**src/rtl/connect4_pkg.sv**
```systemverilog
// Shared Connect-4 types and constants for the move path between the Arduino
// link and the game FSM.
package connect4_pkg;

  localparam int NUM_COLS = 7;

  typedef logic [2:0] col_t;

  localparam byte ASCII_COL0 = 8'h30;

  typedef enum logic [1:0] {
    RX_IDLE,
    RX_START,
    RX_DATA,
    RX_STOP
  } rx_state_e;

endpackage

```
**src/rtl/arduino_move_rx_uart.sv**
```systemverilog
// 8N1 UART receiver: 2-FF synchroniser, start-edge detect, mid-bit sampling.
// Emits a one-cycle byte_valid_o or frame_err_o pulse per completed frame.
module uart_rx_8n1
  import connect4_pkg::*;
#(
  parameter int CLKS_PER_BIT = 5208
) (
  input  logic       clk_i,
  input  logic       rst_i,
  input  logic       rx_i,
  output logic       byte_valid_o,
  output logic [7:0] data_o,
  output logic       frame_err_o,
  output logic       busy_o
);

  localparam int CNT_W = (CLKS_PER_BIT > 1) ? $clog2(CLKS_PER_BIT) : 1;
  localparam logic [CNT_W-1:0] CNT_LAST = CNT_W'(CLKS_PER_BIT - 1);
  localparam logic [CNT_W-1:0] CNT_HALF = CNT_W'(CLKS_PER_BIT / 2 - 1);

  rx_state_e        state_q, state_d;
  logic [CNT_W-1:0] cnt_q, cnt_d;
  logic [2:0]       bit_idx_q, bit_idx_d;
  logic [7:0]       shift_q, shift_d;
  logic [1:0]       sync_q;
  logic             rx_prev_q;
  logic             byte_valid_q, byte_valid_d;
  logic             frame_err_q, frame_err_d;
  logic             rx_s;

  assign rx_s = sync_q[1];

  // Synchroniser and edge-history flops preset high so reset looks like an idle line.
  always_ff @(posedge clk_i or posedge rst_i) begin
    if (rst_i) begin
      sync_q       <= 2'b11;
      rx_prev_q    <= 1'b1;
      state_q      <= RX_IDLE;
      cnt_q        <= '0;
      bit_idx_q    <= '0;
      shift_q      <= '0;
      byte_valid_q <= 1'b0;
      frame_err_q  <= 1'b0;
    end else begin
      sync_q       <= {sync_q[0], rx_i};
      rx_prev_q    <= rx_s;
      state_q      <= state_d;
      cnt_q        <= cnt_d;
      bit_idx_q    <= bit_idx_d;
      shift_q      <= shift_d;
      byte_valid_q <= byte_valid_d;
      frame_err_q  <= frame_err_d;
    end
  end

  always_comb begin
    state_d      = state_q;
    cnt_d        = cnt_q + 1'b1;
    bit_idx_d    = bit_idx_q;
    shift_d      = shift_q;
    byte_valid_d = 1'b0;
    frame_err_d  = 1'b0;
    unique case (state_q)
      RX_IDLE: begin
        cnt_d = '0;
        if (rx_prev_q && !rx_s) begin
          state_d   = RX_START;
          bit_idx_d = '0;
        end
      end
      RX_START: begin
        if (cnt_q == CNT_HALF) begin
          cnt_d   = '0;
          state_d = rx_s ? RX_IDLE : RX_DATA;
        end
      end
      RX_DATA: begin
        if (cnt_q == CNT_LAST) begin
          cnt_d     = '0;
          shift_d   = {rx_s, shift_q[7:1]};
          bit_idx_d = bit_idx_q + 3'd1;
          if (bit_idx_q == 3'd7) state_d = RX_STOP;
        end
      end
      RX_STOP: begin
        if (cnt_q == CNT_LAST) begin
          cnt_d        = '0;
          state_d      = RX_IDLE;
          byte_valid_d = rx_s;
          frame_err_d  = !rx_s;
        end
      end
      default: state_d = RX_IDLE;
    endcase
  end

  assign byte_valid_o = byte_valid_q;
  assign frame_err_o  = frame_err_q;
  assign data_o       = shift_q;
  assign busy_o       = (state_q != RX_IDLE);

endmodule

```
**src/rtl/arduino_move_rx.sv**
```systemverilog
// Player-2 move receiver: ASCII column digits from the Arduino UART become
// moves held in a one-entry valid/ready buffer; bad traffic is flagged and dropped.
module arduino_move_rx
  import connect4_pkg::col_t;
  import connect4_pkg::ASCII_COL0;
#(
  parameter int CLK_FREQ = 50_000_000,
  parameter int BAUD     = 9600,
  parameter int NUM_COLS = connect4_pkg::NUM_COLS
) (
  input  logic       clk,
  input  logic       rst,
  input  logic       arduino_rx,
  input  logic       accept_en,
  input  logic       col_ready,
  output logic       col_valid,
  output logic [2:0] col_index,
  output logic       frame_err,
  output logic       bad_char,
  output logic       overrun,
  output logic       rx_busy
);

  localparam int         CLKS_PER_BIT = CLK_FREQ / BAUD;
  localparam logic [7:0] COL0         = 8'(ASCII_COL0);
  localparam logic [7:0] NCOLS        = 8'(NUM_COLS);

  logic       byte_valid;
  logic [7:0] rx_data;
  logic [7:0] offset;
  logic       legal;

  logic col_valid_q, col_valid_d;
  col_t col_index_q, col_index_d;
  logic bad_char_q, bad_char_d;
  logic overrun_q, overrun_d;

  uart_rx_8n1 #(
    .CLKS_PER_BIT(CLKS_PER_BIT)
  ) u_uart (
    .clk_i       (clk),
    .rst_i       (rst),
    .rx_i        (arduino_rx),
    .byte_valid_o(byte_valid),
    .data_o      (rx_data),
    .frame_err_o (frame_err),
    .busy_o      (rx_busy)
  );

  assign offset = rx_data - COL0;
  assign legal  = (rx_data >= COL0) && (offset < NCOLS);

  always_ff @(posedge clk or posedge rst) begin
    if (rst) begin
      col_valid_q <= 1'b0;
      col_index_q <= '0;
      bad_char_q  <= 1'b0;
      overrun_q   <= 1'b0;
    end else begin
      col_valid_q <= col_valid_d;
      col_index_q <= col_index_d;
      bad_char_q  <= bad_char_d;
      overrun_q   <= overrun_d;
    end
  end

  // Decode sees the buffer as it was this cycle, so a same-cycle consume still overruns.
  always_comb begin
    col_valid_d = col_valid_q;
    col_index_d = col_index_q;
    bad_char_d  = 1'b0;
    overrun_d   = 1'b0;
    if (col_valid_q && (col_ready || !accept_en)) col_valid_d = 1'b0;
    if (byte_valid) begin
      if (!legal) begin
        bad_char_d = 1'b1;
      end else if (accept_en) begin
        if (col_valid_q) begin
          overrun_d = 1'b1;
        end else begin
          col_valid_d = 1'b1;
          col_index_d = col_t'(offset[2:0]);
        end
      end
    end
  end

  assign col_valid = col_valid_q;
  assign col_index = col_index_q;
  assign bad_char  = bad_char_q;
  assign overrun   = overrun_q;

endmodule

```
**config.mk**
```make
export PLATFORM = sky130hd
export DESIGN_NAME = arduino_move_rx
export DESIGN_NICKNAME = d
export VERILOG_FILES = /design/src/rtl/connect4_pkg.sv /design/src/rtl/arduino_move_rx_uart.sv /design/src/rtl/arduino_move_rx.sv
export SDC_FILE = /design/constraint.sdc
export NUM_CORES = 1
export LEC_CHECK = 0
export CORE_UTILIZATION = 51
export DETAILED_ROUTE_END_ITERATION = 10
export PLACE_DENSITY = 0.77
export SLEW_MARGIN = 40
export SYNTH_ARGS = -nofsm -noshare
export SYNTH_HDL_FRONTEND = slang
export SYNTH_SLANG_ARGS = --single-unit
```
**constraint.sdc**
```tcl
create_clock -name clk -period 2 [get_ports clk]
set_clock_uncertainty 0.2 [all_clocks]
set_input_delay 0.5 -clock clk [delete_from_list [all_inputs] [get_ports clk]]
set_output_delay 0.5 -clock clk [all_outputs]
set_load 0.02 [all_outputs]
```
Word level (Yosys, flattened, before mapping)
Index checks and enable logic that the tools add are counted.
{"block": "op_classes", "addsub": 3, "order_cmp": 2, "n_eq_ne": 11, "muxes": 28, "bitwise_logic": 1, "n_reduce_logical": 14}
{"cell": "one-hot mux 13 bit (3 select lines)", "n": 1}
{"cell": "two-way mux 13 bit", "n": 2}
{"cell": "two-way mux 1 bit", "n": 15}
{"cell": "adder 13 x 1 -> 13 bit (second input constant)", "n": 1}
{"cell": "== test 13 x 12 -> 1 bit (second input constant)", "n": 1}
{"cell": "== test 13 bit (second input constant)", "n": 1}
{"cell": "two-way mux 2 bit", "n": 6}
{"cell": "!= test 2 x 1 -> 1 bit (second input constant)", "n": 5}
{"cell": "greater-or-equal comparator 8 x 6 -> 1 bit (second input constant)", "n": 1}
{"cell": "< comparator 8 x 3 -> 1 bit (second input constant)", "n": 1}
{"cell": "one-hot mux 2 bit (4 select lines)", "n": 1}
{"cell": "subtractor 8 x 6 -> 8 bit (second input constant)", "n": 1}
{"cell": "two-way mux 3 bit", "n": 2}
{"cell": "one-hot mux 3 bit (2 select lines)", "n": 1}
{"cell": "AND reduction 5 bit", "n": 1}
{"cell": "== test 2 bit (second input constant)", "n": 2}
{"cell": "AND reduction 4 bit", "n": 1}
{"cell": "nonzero test 2 bit", "n": 2}
{"cell": "adder 3 x 1 -> 3 bit (second input constant)", "n": 1}
{"cell": "== test 3 bit (second input constant)", "n": 1}
{"cell": "logical AND 1 bit", "n": 3}
{"cell": "AND reduction 3 bit", "n": 1}
{"cell": "== test 2 x 1 -> 1 bit (second input constant)", "n": 1}
{"cell": "logical NOT 1 bit", "n": 2}
{"cell": "other kinds (5)", "n": 5}
{"block": "totals", "register_bits": 37, "in_bits": 5, "out_inout_bits": 8, "elab_cells": 71}

Longest topological paths before layout
Gate-level depths: netlist of run 1.
{"block": "logic_depth", "word_depth": 8, "ltp_mapped": 6, "depth_no_buf": 5}

Modules after synthesis
Synthesis of run 1 repeated with hierarchy kept, for this count alone.
{"block": "hier_totals", "hier_cells": 143, "area_unflattened_um2": 1761.7}
{"mod": "uart_rx_8n1", "instances": 1, "cells_each": 125, "area_each_um2": 1485.2, "seq_area_each_um2": 779.5}
{"mod": "arduino_move_rx", "instances": 1, "cells_each": 18, "area_each_um2": 276.5, "seq_area_each_um2": 150.1}

Least setup slack after synthesis of run 1
No wires, ideal clock.
{"block": "synth_path", "path_type": "register to register", "startpoint": "reg u_uart.cnt_q[0]", "endpoint": "reg u_uart.shift_q[1] (netlist: u_uart.data_o[1])", "setup_ns": 0.125, "arrival_time_ns": 1.634, "t_required_ns": 1.675, "path_slack_ns": 0.041, "stages_incl_launch_ff": 7, "path_buffers": 1, "period_less_slack_ns": 1.959, "cell_sequence": "dfrtp_1 > ha_1 > and4bb_1 > nand4b_2 > nor3b_2 > buf_6 > mux2_4"}
{"block": "synth_via", "elab_chain_cells": 2}
{"element": "start, declared", "line": "arduino_move_rx_uart.sv:22", "rtl": "logic [CNT_W-1:0] cnt_q, cnt_d;"}
{"element": "start signal, assigned", "line": "arduino_move_rx_uart.sv:48", "rtl": "cnt_q <= cnt_d;"}
{"element": "== test 13 bit", "line": "arduino_move_rx_uart.sv:78", "rtl": "if (cnt_q == CNT_LAST) begin"}
{"element": "AND reduction 2 bit (no source line)"}
{"element": "end signal, assigned", "line": "arduino_move_rx_uart.sv:50", "rtl": "shift_q <= shift_d;"}
{"element": "end, declared", "line": "arduino_move_rx_uart.sv:24", "rtl": "logic [7:0] shift_q, shift_d;"}
Every way passes these cells.
A chain may end at the register's enable or synchronous reset.

Worst setup path in the final report of run 1
{"block": "layout_path", "startpoint": "reg u_uart.cnt_q[1]", "endpoint": "reg u_uart.shift_q[0] (netlist: u_uart.data_o[0])"}
Same word-level chain as after synthesis.

==> out/qor.csv, run 1 <==
stage,metric,value,unit
final_layout,diode count,0,
worst_hold_path,Hold EP,u_uart.sync_q[1],
sta,RSZ-0062 raised after global routing,yes,
sta,Slew headroom,0.613,
logic_synthesis,"Primary FF master, synth",dfrtp_1,
detailed_routing,DR iter-0 viols,32,
die,I/O pins,13,
pwr,maximum VDD drop,0.629,mV
sta,count of pins over their slew limit,0,
logic_synthesis,synth unique cells,40,
final_layout,fill cell count,259,
detailed_routing,Via-to-Cell Ratio,5.29,
die,die area,3570,um^2
outcome,status,completed,
global_routing,largest net degree at the start of global routing,38,
placement,GPL Wtd Cong,0.835,
global_routing,first-pass GRT wire length,4970,um
setup_path,type of destination of the critical path,register,
clock_tree,clock-pin slew on the worst setup and hold paths,0.11,ns
pwr,Total Power,1.65,mW
run,max capacitance violation total,0,
detailed_routing,final WL,2900,um
worst_hold_path,hold depth,0,
sta,Final setup viols,0,
logic_synthesis,Synth Instances,139,
setup_path,R2R depth,6,
sta,final hold vios,0,
setup_path,RR Startpoint,u_uart.cnt_q[1],
worst_hold_path,worst hold path type,register to register,
detailed_routing,via count,1122,
final_layout,share of cells above drive strength 1,0.262,
sta,period utilization,0.995,
logic_synthesis,"EDFF count, synth",0,
final_layout,Non-Filler Instances,212,
logic_synthesis,mapped cell area,1700,um^2
global_routing,via count of the first global-routing pass,1137,
die,Die H,59.8,um
clock_tree,Root Driver,clkbuf_4,
logic_synthesis,Synth Register Bits,37,
global_routing,initial antenna violation count,0,
clock_tree,CTS tree,yes,
placement,port bufs,12,
sta,Sum Neg Setup Slack,0,ns
setup_path,FF-to-FF setup slack,0.009,ns
sta,fmax,502,MHz
sta,Tightest Pin Transition,0.580,ns
logic_synthesis,"Net Count, Synth",147,
final_layout,fin nets,175,
clock_tree,"Clk Latency, worst-skew pair",0.33,ns
final_layout,Layout area overhead,21.1,%
clock_tree,total CTS buffers,5,
placement,Post-Place Cells,204,
setup_path,required time of the critical path,2.02,ns
clock_tree,Sink Count,37,
setup_path,crit path DAT,2.02,ns
detailed_routing,first-pass detailed-route iteration total,4,
die,# rows,20,
detailed_routing,DRC,0,
setup_path,maximum fanout along the worst path,9,
setup_path,Crit Path Class,register to register,
logic_synthesis,ys async rst share,1.00,
worst_hold_path,hold_sp,u_uart.sync_q[0],
pwr,PD cells,801,nW/um^2
placement,DP Wirelength,2070,um
clock_tree,H-tree depth,2,
logic_synthesis,post-synthesis area per instance,12.2,um^2
detailed_routing,DR WL/cell,13.7,um
clock_tree,Post-CTS Setup Repair Bufs,0,
die,Core Box Area,3100,um^2
pwr,Leak,1.06,nW
global_routing,total track usage,0.190,
setup_path,Worst R2R End,u_uart.data_o[0],
die,Die Span X,59.8,um
sta,Final min period,1.99,ns
global_routing,total grt overflow,0,
logic_synthesis,sequential share of the synthesized area,0.546,
detailed_routing,post-route ant nets,0,
clock_tree,clk buf depth,2,
die,Starting Density,0.548,
setup_path,Setup crit start kind,register,
logic_synthesis,Synth warnings,0,
==> per-stage QoR <==
step / setup slack, ns / instance area (um^2) / util / hold WS (ns)
2_1_floorplan: 0.0405 / 1700 / - / 0.145
3_3_place_gp: 0.0687 / 1950 / 0.630 / 0.150
3_5_place_dp: -0.0194 / 1950 / 0.630 / 0.151
4_1_cts: 0.000566 / 2050 / 0.660 / 0.168
5_1_grt: -0.103 / 2060 / 0.664 / 0.174
6_report: 0.00902 / 2060 / 0.664 / 0.166
==> where the power goes <==
group / switching [mW] / leakage (nW) / internal [mW]
Clock: 0.234 / 0.0455 / 0.299
Combinational: 0.129 / 0.515 / 0.133
Sequential: 0.0515 / 0.496 / 0.805
==> area by class of cell <==
type / count / area, um^2 / share of cell area
sequential: 37 / 930 / 0.451
tap: 44 / 55.1 / 0.0267
multi-input combinational: 93 / 726 / 0.352
inverter: 4 / 15.0 / 0.00729
clock buffer: 7 / 55.1 / 0.0267
timing repair buffer: 26 / 250 / 0.121
clock inverter: 1 / 30.0 / 0.0146
==> flip-flops by register name (all words and copies together) (netlist names), named ones only <==
signal,count
u_uart.state_q,1
overrun,1
col_valid,1
col_index,3
u_uart.data_o,8
u_uart.cnt_q,13
u_uart.frame_err_o,1
u_uart.byte_valid_o,1
u_uart.bit_idx_q,3
bad_char,1
u_uart.sync_q,2
u_uart.rx_prev_q,1
==> worst max-delay path by stage <==
stage                     start                to  slack, ns
6_report        u_uart.cnt_q[1]  u_uart.data_o[0]      0.009
5_1_grt        u_uart.cnt_q[12]   u_uart.cnt_q[6]      -0.10
4_1_cts            col_index[0]      col_index[0]     0.0006
3_5_place_dp   u_uart.data_o[6]      col_index[1]      -0.02
3_3_place_gp    u_uart.cnt_q[1]  u_uart.data_o[0]       0.07
2_1_floorplan   u_uart.cnt_q[0]  u_uart.data_o[1]       0.04
==> cells by family (layout without fill, tap and decap cells) <==
kind of cell	count (synthesis)	in the layout	synth area share
compound gates	6	6	0.0309
xor+xnor	11	11	0.0566
fa+ha+maj	3	3	0.0221
buf+inv	9	38	0.0323
flops	37	37	0.546
mux	14	14	0.106
simple gates	59	59	0.206
==> layer usage <==
metal | vias to the layer above | share of wire | global-route usage
li1 | 542 | - | -
met1 | 553 | 0.47 | 0.235
met2 | 23 | 0.47 | 0.322
met3 | 4 | 0.044 | 0.0455
met4 | 0 | 0.012 | 0.0698
met5 | - | 0 | 0
==> worst max-delay path: stages, from the launching register on <==
cell and delay (ns):
dfrtp_1 0.39, ha_2 0.20, and4bb_1 0.23, nand4b_2 0.15
nor3b_2 0.21, buf_6 0.19, mux2_2 0.34
==> Yosys cell counts, types with 3 or more instances <==
master   instances  area, um^2
mux2_4           7         105
nand3_1          7        35.0
mux2_2           4        45.0
xor2_1           6        52.6
nand2_1         10        37.5
nor2_1          17        63.8
mux2i_1          3        30.0
xnor2_1          5        43.8
ha_1             3        37.5
nor3b_1          3        22.5
dfrtp_1         34         851
dfstp_2          3        78.8
inv_1            4        15.0
==> what timing repair did <==
action                     4_1_cts  5_1_grt
setup endpoints to repair        7       30
gates resized for setup          7        8
cloned                           0        0
hold buffers                     0        0
==> placed cells by master, fill, tap and decap left out, types with 2 or more instances in the layout <==
master and count:
nand2_1 10, and4_1 2, buf_6 2, xnor2_1 5, nand3_1 7, ha_1 2
mux2i_1 3, xor2_1 6, mux2_2 4, inv_1 4, dlymetal6s2s_1 5, a31oi_1 2
nor2_1 17, and4bb_1 2, clkdlybuf4s50_1 4, nor3b_1 3, dfstp_2 3, dlygate4sd2_1 2
dfrtp_1 34, mux2_4 7, and3_1 2, buf_4 11, nand4_1 2, clkbuf_4 5
No activity file was read; power rests on OpenSTA's default activity.
==> inputs of run 2 (changes only) <==
- SKIP_CTS_REPAIR_TIMING: unset -> 1
==> run 2 against run 1 <==
Critical path depth is the same. Combinational power is essentially flat. Global-route usage shrank 0.092 points. Non-clock buffer count is the same. Total power is essentially flat. Worst hold slack is essentially flat. Die area is the same. Critical endpoint unchanged. Largest cell class unchanged.
==> out/qor.csv, run 2 (synthesized netlist as in run 1, its figures left out) <==
stage,metric,value,unit,change
sta,fmax,502,MHz,about the same
global_routing,first-pass GRT wire length,4950,um,was 4970 um
final_layout,Layout area overhead,22.1,%,was 21.1%
pwr,Comb pwr share,0.158,,was 0.159
sta,Slew headroom,0.628,,was 0.613
final_layout,most frequent cells in the layout,"34 x dfrtp_1, 17 x nor2_1, 11 x buf_4",,unchanged
detailed_routing,post-route ant nets,0,,unchanged
sta,hold slack,0.167,ns,was 0.166 ns
pwr,PD cells,795,nW/um^2,was 801 nW/um^2
die,I/O pins,13,,unchanged
detailed_routing,Via-to-Cell Ratio,5.23,,was 5.29
setup_path,R2R depth,6,,unchanged
worst_hold_path,Hold EP,u_uart.sync_q[1],,unchanged
pwr,Sw Share,0.249,,was 0.251
global_routing,largest net degree at the start of global routing,38,,unchanged
pwr,Total Power,1.65,mW,about the same
clock_tree,Sink Count,37,,unchanged
die,Die Span X,59.8,um,unchanged
placement,GPL Wtd Cong,0.835,,unchanged
run,max capacitance violation total,0,,unchanged
worst_hold_path,hold_sp,u_uart.sync_q[0],,unchanged
sta,Tightest Pin Transition,0.558,ns,was 0.580 ns
detailed_routing,via count,1109,,was 1122
clock_tree,clk buf depth,2,,unchanged
clock_tree,total CTS buffers,5,,unchanged
pwr,Leak,1.09,nW,was 1.06 nW
placement,port bufs,12,,unchanged
outcome,status,completed,,unchanged
global_routing,initial antenna violation count,0,,unchanged
worst_hold_path,hold depth,0,,unchanged
sta,count of pins over their slew limit,0,,unchanged
final_layout,fill cell count,259,,unchanged
clock_tree,Root Driver,clkbuf_4,,unchanged
sta,Final setup viols,0,,unchanged
detailed_routing,final WL,2900,um,about the same
setup_path,crit path DAT,2.02,ns,about the same
sta,RSZ-0062 raised after global routing,yes,,unchanged
clock_tree,clock-pin slew on the worst setup and hold paths,0.11,ns,about the same
clock_tree,H-tree depth,2,,unchanged
setup_path,RR Startpoint,u_uart.cnt_q[1],,unchanged
global_routing,total grt overflow,0,,unchanged
die,Starting Density,0.548,,unchanged
sta,final hold vios,0,,unchanged
setup_path,FF-to-FF setup slack,0.006,ns,was 0.009 ns
setup_path,Setup crit start kind,register,,unchanged
pwr,Sequential Power Share,0.519,,about the same
clock_tree,CTS tree,yes,,unchanged
die,# rows,20,,unchanged
die,Core Box Area,3100,um^2,unchanged
sta,period utilization,0.997,,was 0.995
detailed_routing,DR iter-0 viols,36,,was 32
pwr,Clk pwr share,0.322,,was 0.323
setup_path,Crit Path Class,register to register,,unchanged
final_layout,"most common cell after layout, fill and taps aside",dfrtp_1,,unchanged
sta,Final min period,1.99,ns,about the same
setup_path,required time of the critical path,2.02,ns,about the same
placement,DP Wirelength,2070,um,unchanged
global_routing,total track usage,0.189,,was 0.190
pwr,NetSw,0.411,mW,was 0.414 mW
pwr,maximum VDD drop,0.629,mV,about the same
setup_path,Worst R2R End,u_uart.data_o[0],,unchanged
setup_path,type of destination of the critical path,register,,unchanged
final_layout,diode count,0,,unchanged
setup_path,maximum fanout along the worst path,9,,unchanged
worst_hold_path,worst hold path type,register to register,,unchanged
detailed_routing,first-pass detailed-route iteration total,4,,unchanged
final_layout,Largest register FFs,13,,unchanged
die,Die H,59.8,um,unchanged
pwr,internal power,1.24,mW,about the same
final_layout,fin nets,175,,unchanged
global_routing,via count of the first global-routing pass,1142,,was 1137
die,die area,3570,um^2,unchanged
final_layout,share of cells above drive strength 1,0.262,,unchanged
placement,Post-Place Cells,204,,unchanged
placement,pre-CTS setup slack,-0.0194,ns,unchanged
sta,Sum Neg Setup Slack,0,ns,unchanged
detailed_routing,DRC,0,,unchanged
final_layout,Non-Filler Instances,212,,unchanged
sta,post-route setup slack,0.00629,ns,was 0.00902 ns
detailed_routing,DR WL/cell,13.7,um,about the same
clock_tree,"Clk Latency, worst-skew pair",0.33,ns,about the same
final_layout,Biggest register,u_uart.cnt_q,,unchanged
-- run 2: cell types whose count changed in the layout (fill, tap and decap cells not counted) --
cell | previous run | this run
and4b_1 | 1 | 0
and4b_2 | 1 | 2
buf_2 | 1 | 0
dlygate4sd2_1 | 2 | 0
dlymetal6s2s_1 | 5 | 8
-- run 2: stage by stage --
stage	utilization	instance area (um^2)
after detailed placement	0.630	1950
after CTS	0.657	2040
final	0.669	2080
after floorplan	-	1700
after global routing	0.669	2080
after global placement	0.630	1950
-- run 2: how the worst max path moves through the flow --
stage                                start                to  cells past startpoint
after floorplan            u_uart.cnt_q[0]  u_uart.data_o[1]                      6
after global placement     u_uart.cnt_q[1]  u_uart.data_o[0]                      6
after detailed placement  u_uart.data_o[6]      col_index[1]                      4
after CTS                         register           rx_busy                      2
after global routing      u_uart.cnt_q[12]   u_uart.cnt_q[6]                      4
final                      u_uart.cnt_q[1]  u_uart.data_o[0]                      6
-- run 2: critical path: stages, from the launching register on --
cell and delay, ns:
dfrtp_1 0.39, ha_2 0.20, and4bb_1 0.23, nand4b_2 0.15, nor3b_2 0.21, buf_6 0.19, mux2_2 0.34
-- run 2: power by group through the flow --
stage	clock network (mW)	registers, mW	logic (mW)
6_report	0.532	0.857	0.261
5_1_grt	0.572	0.864	0.302
4_1_cts	0.543	0.856	0.264
3_5_place_dp	0	0.870	0.259
3_3_place_gp	0	0.865	0.247
2_1_floorplan	0	0.857	0.167
-- run 2: cell type report --
class | instances | area [um^2] | share of cell area
well taps | 44 | 55.1 | 0.0265
flip-flops and latches | 37 | 930 | 0.448
clock inverters | 1 | 30.0 | 0.0145
inverters | 4 | 15.0 | 0.00723
clock buffers | 7 | 55.1 | 0.0265
multi-input cells | 93 | 727 | 0.350
repair buffers | 26 | 265 | 0.128
-- run 2: layer usage --
layer	track usage	up-vias	share of wire
met2	0.317	23	0.47
met4	0.0764	0	0.012
met3	0.0455	4	0.040
met5	0	-	0
li1	-	541	-
met1	0.233	541	0.47
